--- src/rtl/control_unit_fsm.sv ---
// Multi-cycle fetch/execute/writeback sequencer for the OTTER RV32I core.
// Define CU_INTR_EN to build in the interrupt latch and the INTR state.
module control_unit_fsm (
  input  logic       clk,
  input  logic       rst_n,
  input  logic [6:0] opcode,
  input  logic [2:0] func3,
  input  logic       intr,
  input  logic       mie,
  output logic       pc_write,
  output logic       reg_write,
  output logic       mem_rden1,
  output logic       mem_rden2,
  output logic       mem_we2,
  output logic       csr_we,
  output logic       int_taken,
  output logic       mret_exec,
  output logic [2:0] state
);

  typedef enum logic [2:0] {
    ST_INIT  = 3'd0,
    ST_FETCH = 3'd1,
    ST_EXEC  = 3'd2,
    ST_WB    = 3'd3,
    ST_INTR  = 3'd4
  } state_t;

  localparam logic [6:0] OP_LOAD   = 7'b0000011;
  localparam logic [6:0] OP_STORE  = 7'b0100011;
  localparam logic [6:0] OP_BRANCH = 7'b1100011;
  localparam logic [6:0] OP_LUI    = 7'b0110111;
  localparam logic [6:0] OP_AUIPC  = 7'b0010111;
  localparam logic [6:0] OP_JAL    = 7'b1101111;
  localparam logic [6:0] OP_JALR   = 7'b1100111;
  localparam logic [6:0] OP_IMM    = 7'b0010011;
  localparam logic [6:0] OP_RTYPE  = 7'b0110011;
  localparam logic [6:0] OP_SYS    = 7'b1110011;

  state_t cur_state;
  logic   take_intr;

  assign state = cur_state;

`ifdef CU_INTR_EN
  localparam logic INTR_EN = 1'b1;
  logic intr_pending;

  // Clearing in the INTR cycle wins; a level still high is re-captured next edge.
  always_ff @(posedge clk or negedge rst_n) begin
    if (!rst_n) begin
      intr_pending <= 1'b0;
    end else begin
      intr_pending <= (intr_pending | intr) & (cur_state != ST_INTR);
    end
  end

  assign take_intr = intr_pending & mie;
`else
  localparam logic INTR_EN = 1'b0;
  logic unused_intr_inputs;

  assign unused_intr_inputs = intr ^ mie;
  assign take_intr          = 1'b0;
`endif

  // Loads always finish WB before an interrupt is honoured.
  always_ff @(posedge clk or negedge rst_n) begin
    if (!rst_n) begin
      cur_state <= ST_INIT;
    end else begin
      case (cur_state)
        ST_INIT:  cur_state <= ST_FETCH;
        ST_FETCH: cur_state <= ST_EXEC;
        ST_EXEC: begin
          if (opcode == OP_LOAD)  cur_state <= ST_WB;
          else if (take_intr)     cur_state <= ST_INTR;
          else                    cur_state <= ST_FETCH;
        end
        ST_WB:    cur_state <= take_intr ? ST_INTR : ST_FETCH;
        ST_INTR:  cur_state <= ST_FETCH;
        default:  cur_state <= ST_INIT;
      endcase
    end
  end

  always_comb begin
    pc_write  = 1'b0;
    reg_write = 1'b0;
    mem_rden1 = 1'b0;
    mem_rden2 = 1'b0;
    mem_we2   = 1'b0;
    csr_we    = 1'b0;
    int_taken = 1'b0;
    mret_exec = 1'b0;
    case (cur_state)
      ST_FETCH: mem_rden1 = 1'b1;
      ST_EXEC: begin
        case (opcode)
          OP_LOAD:  mem_rden2 = 1'b1;
          OP_STORE: begin
            mem_we2  = 1'b1;
            pc_write = 1'b1;
          end
          OP_BRANCH: pc_write = 1'b1;
          OP_LUI, OP_AUIPC, OP_JAL, OP_JALR, OP_IMM, OP_RTYPE: begin
            pc_write  = 1'b1;
            reg_write = 1'b1;
          end
          OP_SYS: begin
            pc_write = 1'b1;
            if (func3 == 3'b000) begin
              mret_exec = 1'b1;
            end else if (func3 == 3'b001) begin
              reg_write = 1'b1;
              csr_we    = 1'b1;
            end
          end
          default: pc_write = 1'b1;
        endcase
      end
      ST_WB: begin
        reg_write = 1'b1;
        pc_write  = 1'b1;
      end
      ST_INTR: begin
        int_taken = INTR_EN;
        pc_write  = 1'b1;
      end
      default: ;
    endcase
  end

endmodule
--- config.mk ---
export PLATFORM = sky130hd
export DESIGN_NAME = control_unit_fsm
export DESIGN_NICKNAME = d
export VERILOG_FILES = /design/src/rtl/control_unit_fsm.sv
export SDC_FILE = /design/constraint.sdc
export NUM_CORES = 1
export LEC_CHECK = 0
export CORE_AREA = 3 3 40 42
export CTS_CLUSTER_DIAMETER = 200
export CTS_CLUSTER_SIZE = 14
export DETAILED_ROUTE_END_ITERATION = 10
export DIE_AREA = 0 0 43 45
export PLACE_DENSITY_LB_ADDON = 0.2
export SLEW_MARGIN = 15
export SYNTH_ARGS = -nofsm -noshare
export SYNTH_HDL_FRONTEND = slang
export SYNTH_SLANG_ARGS = --single-unit
--- constraint.sdc ---
create_clock -name clk -period 2.7 [get_ports clk]
set_clock_uncertainty 0.2 [all_clocks]
set_input_delay 0.54 -clock clk [delete_from_list [all_inputs] [get_ports clk]]
set_output_delay 0.54 -clock clk [all_outputs]
set_load 0.02 [all_outputs]
Yosys cells after proc, flatten, opt, wreduce, memory -nomap -nowiden:

Cells that the tools add are included.

* $add $sub $neg: 0
* multiply operators: 0
* divide/modulo/power cells: 0
* $lt $le $gt $ge: 0
* equal/unequal tests: 14
* shift-type cells: 0
* mux-type cells: 18
* bitwise logic cells: 0
* reduce and logical (&&, ||, !) cells: 5

Operators with widths (count)
* $eq 7x6->1 const B: 3
* $eq 7x7->1 const B: 3
* $eq 7x5->1 const B: 2
* $mux 1: 13
* $eq 7x2->1 const B: 1
* $eq 3x1->1 const B: 2
* $eq 3x2->1 const B: 2
* $logic_not 3->1: 2
* $pmux 1 s2: 3
* $pmux 2 s3: 1
* $reduce_or 6->1: 1
* $eq 3x3->1 const B: 1
* $reduce_or 3->1: 1
* $mux 2: 1
* $reduce_or 2->1: 1

* register bits after elaboration: 3
* bits in latches: 0
* bits in writable memories: 0
* ROM bits: 0
* input port bits: 14
* output and inout bits: 11
* word-level logic and storage cells: 38
* memories: 0

Logic depth before layout (Yosys ltp):

Gate-level depths: netlist (run 1).

* depth in word-level cells: 5
* mapped depth: 3
* depth with buffers taken out: 3

Worst setup path before layout (run 1):

OpenSTA, ideal clock, no wires.

* path kind: input to output
* from: in opcode[2]
* to: out mem_rden2
* data arrival time: 1.421 ns
* data required time: 1.960 ns
* path slack: 0.539 ns
* cell stages on the path: 3
* path buffers: 0
* path through: and4bb_2 -> nand2_2 -> nor3_1

* word-level cells in the longest chain between the ends: 3

Ends and longest elaborated chain
* start, declared: line 6 `input logic [6:0] opcode,`
* $eq 7x2->1: line 99 `case (opcode)`
* $mux 1: line 99
* $mux 1: line 96 `case (cur_state)`
* end, declared: line 13 `output logic mem_rden2,`

Every way passes these cells.

Worst setup path in the final report (run 1):

* from: in opcode[3]
* to: out mem_rden2

The elaborated chain is that of the path after synthesis.

==> reports/results.ini, run 1 <==
[global_routing]
grt_first_pass_wirelength_mm = 1.10
grt.total_usage_pct = 7.57
antenna_found_initial = 0
overflow = 0
grt_pass1_vias = 298
grt_max_degree = 9

[synthesis]
syn_inst = 29
synth_mux_area_share_pct = 0
yosys_register_bits = 2
synth_flop_cell = dfrtp_1
synth_seq_area_share_pct = 22.1
synth.distinct_cells = 20
syn_area_per_cell_sq_um = 7.81
synthSimpleGateAreaFrac_pct = 51.4
synth_top_area_share_pct = 22.1
synth_top_cell_by_area = dfrtp_1
synth-compound-area-share_pct = 13.3
synth-xor-area-share_pct = 0
synth_fa_ha_area_share_pct = 0
syn_area_sq_um = 226
ys_top_cells_by_area = dfrtp_1 (22%), buf_4 (6.6%), and4bb_1 (5.5%)
postSynth.asyncResetShare_pct = 100
synth.yosys.warnings = 0
synth_edf_count = 0
synth_top_family_by_area = simple AND/OR/NAND/NOR gates

[placed_design]
placed_cell_area_sq_um = 457
gp_congestion = 0.630
io_buffers = 20
place_hpwl_um = 559

[clock_tree]
clock_latency_ps = 220
cts_tree = yes
cts_buffers = 3
clock_path_buffers = 2
cts_sinks = 2
htreeDepth = 1
clock-root-buffer = clkbuf_4
clkTransAtPathRegs_ps = 30

[drt]
top_layer_used = met3
wl_met2_um = 367
viasPerCell = 4.17
vias = 288
detail-route-antenna-nets = 0
drt_iter0_markers = 1
first_pass_iters = 2
wl_per_cell_um = 9.81
drt_drc_violations_left = 0
wl_met3_um = 36
totalWireLength_um = 677
met1_length_um = 272

[power]
p_comb_share_pct = 24.3
p_sw_mw = 0.0252
ir_worst_vdd_mv = 0.128
p_per_area_mw_per_mm2 = 264
p_leak_nw = 0.212
switching_share_pct = 20.4
pwr-share-clk_pct = 51.0
p_total_mw = 0.123
cell_internal_pwr_mw = 0.0982
seqPwrFrac_pct = 24.7

[setup_path]
critPathLaunchType = input port
cp.arrival_ps = 1880
critPathRequiredTime_ps = 1960
cp-end-kind = output port
cp_max_fo = 4
r2r_end = state[1]
r2r_start = state[0]
r2r_cells = 2
r2r_slack_ps = 1610
critPathKind = in2out

[cells_and_area]
final_util_pct = 36.3
largest_register_ffs = 2
design_area_sq_um = 467
area_growth_pct = 106
antenna_cells = 0
layout.nets = 70
drive_gt1_share_pct = 20.4

[floorplan]
rows = 13
dieArea_sq_mm = 0.00194
ios = 25
initial_core_util_pct = 17.6
coreArea_sq_mm = 0.00128
die_w_um = 43
fp.dieH_um = 45

[timing]
final_hold_viol_count = 0
hold_ws_ps = 287
setup_viol = 0
period_share_pct = 97.1
fin_setup_tns_ps = 0
period_needed_ps = 2620
timing.fmax_mhz = 381
rsz0062_at_grt = false
maxSlewViolCount = 0

[flow_run]
cap_viol_max_count = 0

[worst_hold_path]
min_path_type = in2async

[outcome]
status = complete, no violations

## cell usage after synthesis, types with 2 or more instances
cell and count:
buf_4 2, dfrtp_1 2, nor2_1 3, inv_1 3, nor3_1 2, nand4_1 2, nor2b_1 2
## per-stage QoR
stage	worst slack, ps	instances
2_1_floorplan	539	30
3_3_place_gp	-237	66
3_5_place_dp	-217	66
4_1_cts	16.9	69
5_1_grt	4.97	69
6_report	77.2	69
## layer usage
layer  vias to the layer above  global-route usage [%]
met5                         -                       0
met4                         0                    5.42
met3                         0                    1.59
met2                         8                    12.3
met1                       130                    8.89
li1                        150                       -
## cells in the final DEF (no fill, tap or decap)
cell	n
and2_1	1
and4b_1	1
and4bb_1	1
and4bb_2	1
buf_4	3
clkbuf_2	2
clkbuf_4	3
clkdlybuf4s15_1	2
clkdlybuf4s50_1	14
conb_1	2
dfrtp_1	2
dlygate4sd1_1	1
dlygate4sd2_1	1
inv_1	3
nand2_1	1
nand2_2	1
nand2b_1	1
nand3_1	1
nand4_1	2
nor2_1	3
nor2b_1	2
nor3_1	2
nor3b_1	1
o2111ai_1	1
o31a_1	1
o31ai_2	1
## power by group through the flow
stage | logic (mW) | registers, mW | clock network, mW
after floorplan | 0.00935 | 0.0309 | 0
after global placement | 0.0302 | 0.0308 | 0
after detailed placement | 0.0301 | 0.0308 | 0
after CTS | 0.0300 | 0.0305 | 0.0654
after global routing | 0.0322 | 0.0305 | 0.0714
final | 0.0299 | 0.0305 | 0.0630
## worst max path at each step
stage                      to  slack [ps]  cells after the start      start
floorplan           mem_rden2         540                      3  opcode[2]
global placement      mem_we2        -240                      5  opcode[2]
detailed placement  mem_rden2        -220                      5  opcode[2]
CTS                  pc_write          20                      5  opcode[2]
global route        reg_write           5                      5  opcode[4]
finish              mem_rden2          80                      5  opcode[3]
## cells by family after synthesis
family,after synthesis
other cells,1
buf+inv,5
simple gates,18
compound gates,3
flops,2
## area by class of cell
cell class	instances	area [sq um]
Fill cell	135	818
Sequential cell	2	50.0
Multi-Input combinational cell	23	154
Inverter	3	11.3
Timing Repair Buffer	23	210
Tap cell	15	18.8
Clock buffer	3	22.5
## worst max-delay path, cell delays in order
cell             delay (ps)
clkdlybuf4s50_1         420
and4bb_2                350
nand2_2                  80
nor3_1                  160
dlygate4sd1_1           330
## what timing repair did
| action | CTS | global route |
|---|---|---|
| hold buffers | 0 | 0 |
| setup buffers | 0 | 0 |
| setup endpoints to repair | 6 | 5 |
| pin swaps | 0 | 1 |
| resized for setup | 6 | 9 |
(Power assumes the default switching activity.)
==> inputs of run 2 (changes only) <==
--- a/config.mk
+++ b/config.mk
@@ -5,11 +5,11 @@
 export SDC_FILE = /design/constraint.sdc
 export NUM_CORES = 1
 export LEC_CHECK = 0
-export CORE_AREA = 3 3 40 42
+export CORE_AREA = 2 2 39 41
 export CTS_CLUSTER_DIAMETER = 200
 export CTS_CLUSTER_SIZE = 14
 export DETAILED_ROUTE_END_ITERATION = 10
-export DIE_AREA = 0 0 43 45
+export DIE_AREA = 0 0 41 43
 export PLACE_DENSITY_LB_ADDON = 0.2
 export SLEW_MARGIN = 15
 export SYNTH_ARGS = -nofsm -noshare
==> reports/results.ini, run 2 (synthesis results as in run 1) <==
[global_routing]
overflow = 0  ; unchanged
grt_first_pass_wirelength_mm = 1.11  ; was 1.10 mm
grt_pass1_vias = 280  ; was 298
grt.total_usage_pct = 9.53  ; was 7.57%
antenna_found_initial = 0  ; unchanged
grt_max_degree = 9  ; unchanged

[timing]
fin_setup_tns_ps = 0  ; unchanged
setup_viol = 0  ; unchanged
fin_ws_ps = 70.0  ; was 77.2 ps
timing.fmax_mhz = 380  ; was 381 MHz
rsz0062_at_grt = false  ; unchanged
period_needed_ps = 2630  ; was 2620 ps
maxSlewViolCount = 0  ; unchanged
final_hold_viol_count = 0  ; unchanged
period_share_pct = 97.4  ; was 97.1%

[worst_hold_path]
min_path_type = in2async  ; unchanged

[floorplan]
rows = 14  ; was 13
initial_core_util_pct = 16.4  ; was 17.6%
ios = 25  ; unchanged
coreArea_sq_mm = 0.00138  ; was 0.00128 sq mm
fp.dieH_um = 43  ; was 45 um
die_w_um = 41  ; was 43 um
dieArea_sq_mm = 0.00176  ; was 0.00194 sq mm

[setup_path]
r2r_end = state[1]  ; unchanged
cp-end-kind = output port  ; unchanged
r2r_slack_ps = 1610  ; about the same
critPathLaunchType = input port  ; unchanged
cp_max_fo = 4  ; unchanged
cp_slowest_cell = clkdlybuf4s50_1  ; unchanged
path_buf_inv = 2  ; unchanged
r2r_start = state[0]  ; unchanged
r2r_cells = 2  ; unchanged
max_stage_delay_ps = 530  ; was 420 ps
path_cells = clkdlybuf4s50_1 > and4bb_1 > nand4_1 > nor2_1 > dlygate4sd2_1  ; was clkdlybuf4s50_1 > and4bb_2 > nand2_2 > nor3_1 > dlygate4sd1_1
critPathRequiredTime_ps = 1960  ; about the same
crit_family = buffers and inverters  ; unchanged
critPathKind = in2out  ; unchanged
cp.arrival_ps = 1890  ; was 1880 ps

[power]
p_leak_nw = 0.207  ; was 0.212 nW
p_per_area_mw_per_mm2 = 274  ; was 264 mW/mm^2
switching_share_pct = 21.5  ; was 20.4%
p_sw_mw = 0.0269  ; was 0.0252 mW
cell_internal_pwr_mw = 0.0981  ; was 0.0982 mW
pwr-share-clk_pct = 51.4  ; was 51.0%
ir_worst_vdd_mv = 0.212  ; was 0.128 mV
p_comb_share_pct = 24.2  ; was 24.3%
seqPwrFrac_pct = 24.4  ; was 24.7%

[clock_tree]
htreeDepth = 1  ; unchanged
postCtsSetupBuffers = 0  ; unchanged
cts_tree = yes  ; unchanged
cts_buffers = 3  ; unchanged
clock-root-buffer = clkbuf_4  ; unchanged
clock_path_buffers = 2  ; unchanged
clkTransAtPathRegs_ps = 30  ; about the same
clock_latency_ps = 220  ; about the same
cts_sinks = 2  ; unchanged
hold_buffers = 0  ; unchanged

[drt]
drt_drc_violations_left = 0  ; unchanged
viasPerCell = 4.33  ; was 4.17
detail-route-antenna-nets = 0  ; unchanged
drt_iter0_markers = 9  ; was 1
vias = 299  ; was 288
wl_per_cell_um = 11.0  ; was 9.81 um
totalWireLength_um = 757  ; was 677 um
first_pass_iters = 4  ; was 2

[flow_run]
cap_viol_max_count = 0  ; unchanged

[cells_and_area]
fillCellCount = 148  ; was 135
final_cell_mix = clkdlybuf4s50_1 (14), nor2_1 (3), inv_1 (3), clkbuf_4 (3), clkbuf_2 (3)  ; was clkdlybuf4s50_1 (14), nor2_1 (3), inv_1 (3), clkbuf_4 (3), buf_4 (3)
drive_gt1_share_pct = 20.8  ; was 20.4%
area_growth_pct = 101  ; was 106%
layout_commonest_cell = clkdlybuf4s50_1  ; unchanged
largest_register_ffs = 2  ; unchanged
final_util_pct = 32.9  ; was 36.3%
antenna_cells = 0  ; unchanged
layout.nets = 69  ; was 70

[placed_design]
place_hpwl_um = 579  ; was 559 um
pre_cts_slack_ps = -244  ; was -217 ps
io_buffers = 20  ; unchanged
gp_congestion = 0.622  ; was 0.630

[outcome]
status = complete, no violations  ; unchanged

-- run 2: how the worst max path moves through the flow --
stage / start / to / slack, ps / depth (start not counted)
after floorplan: opcode[2] / mem_rden2 / 540 / 3
after global placement: opcode[3] / mem_rden2 / -250 / 5
after detailed placement: opcode[3] / mem_rden2 / -240 / 5
after CTS: opcode[3] / pc_write / 3 / 5
after global routing: opcode[6] / mret_exec / 3 / 5
final: opcode[6] / csr_we / 70 / 5
-- run 2: per-layer routing --
| metal | track usage [%] | vias to the layer above | wire [um] |
|---|---|---|---|
| met2 | 12.2 | 21 | 268 |
| met4 | 6.00 | 0 | 0 |
| li1 | - | 149 | - |
| met5 | 0 | - | 0 |
| met1 | 11.9 | 129 | 374 |
| met3 | 5.24 | 0 | 114 |
-- run 2: through the flow --
stage	total power, mW	hold slack (ps)	area [sq um]	std cells
after global routing	0.137	269	455	69
after CTS	0.130	275	465	69
after global placement	0.0612	494	450	66
after detailed placement	0.0607	487	450	66
after floorplan	0.0402	44.4	230	30
final	0.125	284	455	69
-- run 2: final cells by class --
cell class	instances	area [sq um]	share of cell area, %
timing repair buffer	22	198	43.4
multi-input combinational	23	154	33.8
sequential	2	50.0	11.0
clock buffer	3	22.5	4.95
tap	16	20.0	4.40
inverter	3	11.3	2.47
-- run 2: power groups by stage --
stage | clock network [mW] | registers [mW] | logic, mW
6_report | 0.0643 | 0.0305 | 0.0302
5_1_grt | 0.0752 | 0.0305 | 0.0317
4_1_cts | 0.0692 | 0.0305 | 0.0301
3_5_place_dp | 0 | 0.0308 | 0.0299
3_3_place_gp | 0 | 0.0308 | 0.0304
2_1_floorplan | 0 | 0.0309 | 0.00935
-- run 2: what timing repair did --
item	CTS	global route
setup endpoints to repair	6	4
pin swaps	0	1
gates resized for setup	6	9
endpoints found under the hold margin	0	0
==> inputs of run 3 (changes only) <==
--- a/config.mk
+++ b/config.mk
@@ -5,6 +5,7 @@
 export SDC_FILE = /design/constraint.sdc
 export NUM_CORES = 1
 export LEC_CHECK = 0
+export CAP_MARGIN = 0
 export CORE_AREA = 2 2 39 41
 export CTS_CLUSTER_DIAMETER = 200
 export CTS_CLUSTER_SIZE = 14
==> results of run 3 <==
Final layout, timing and power as in run 2 (identical DEF).
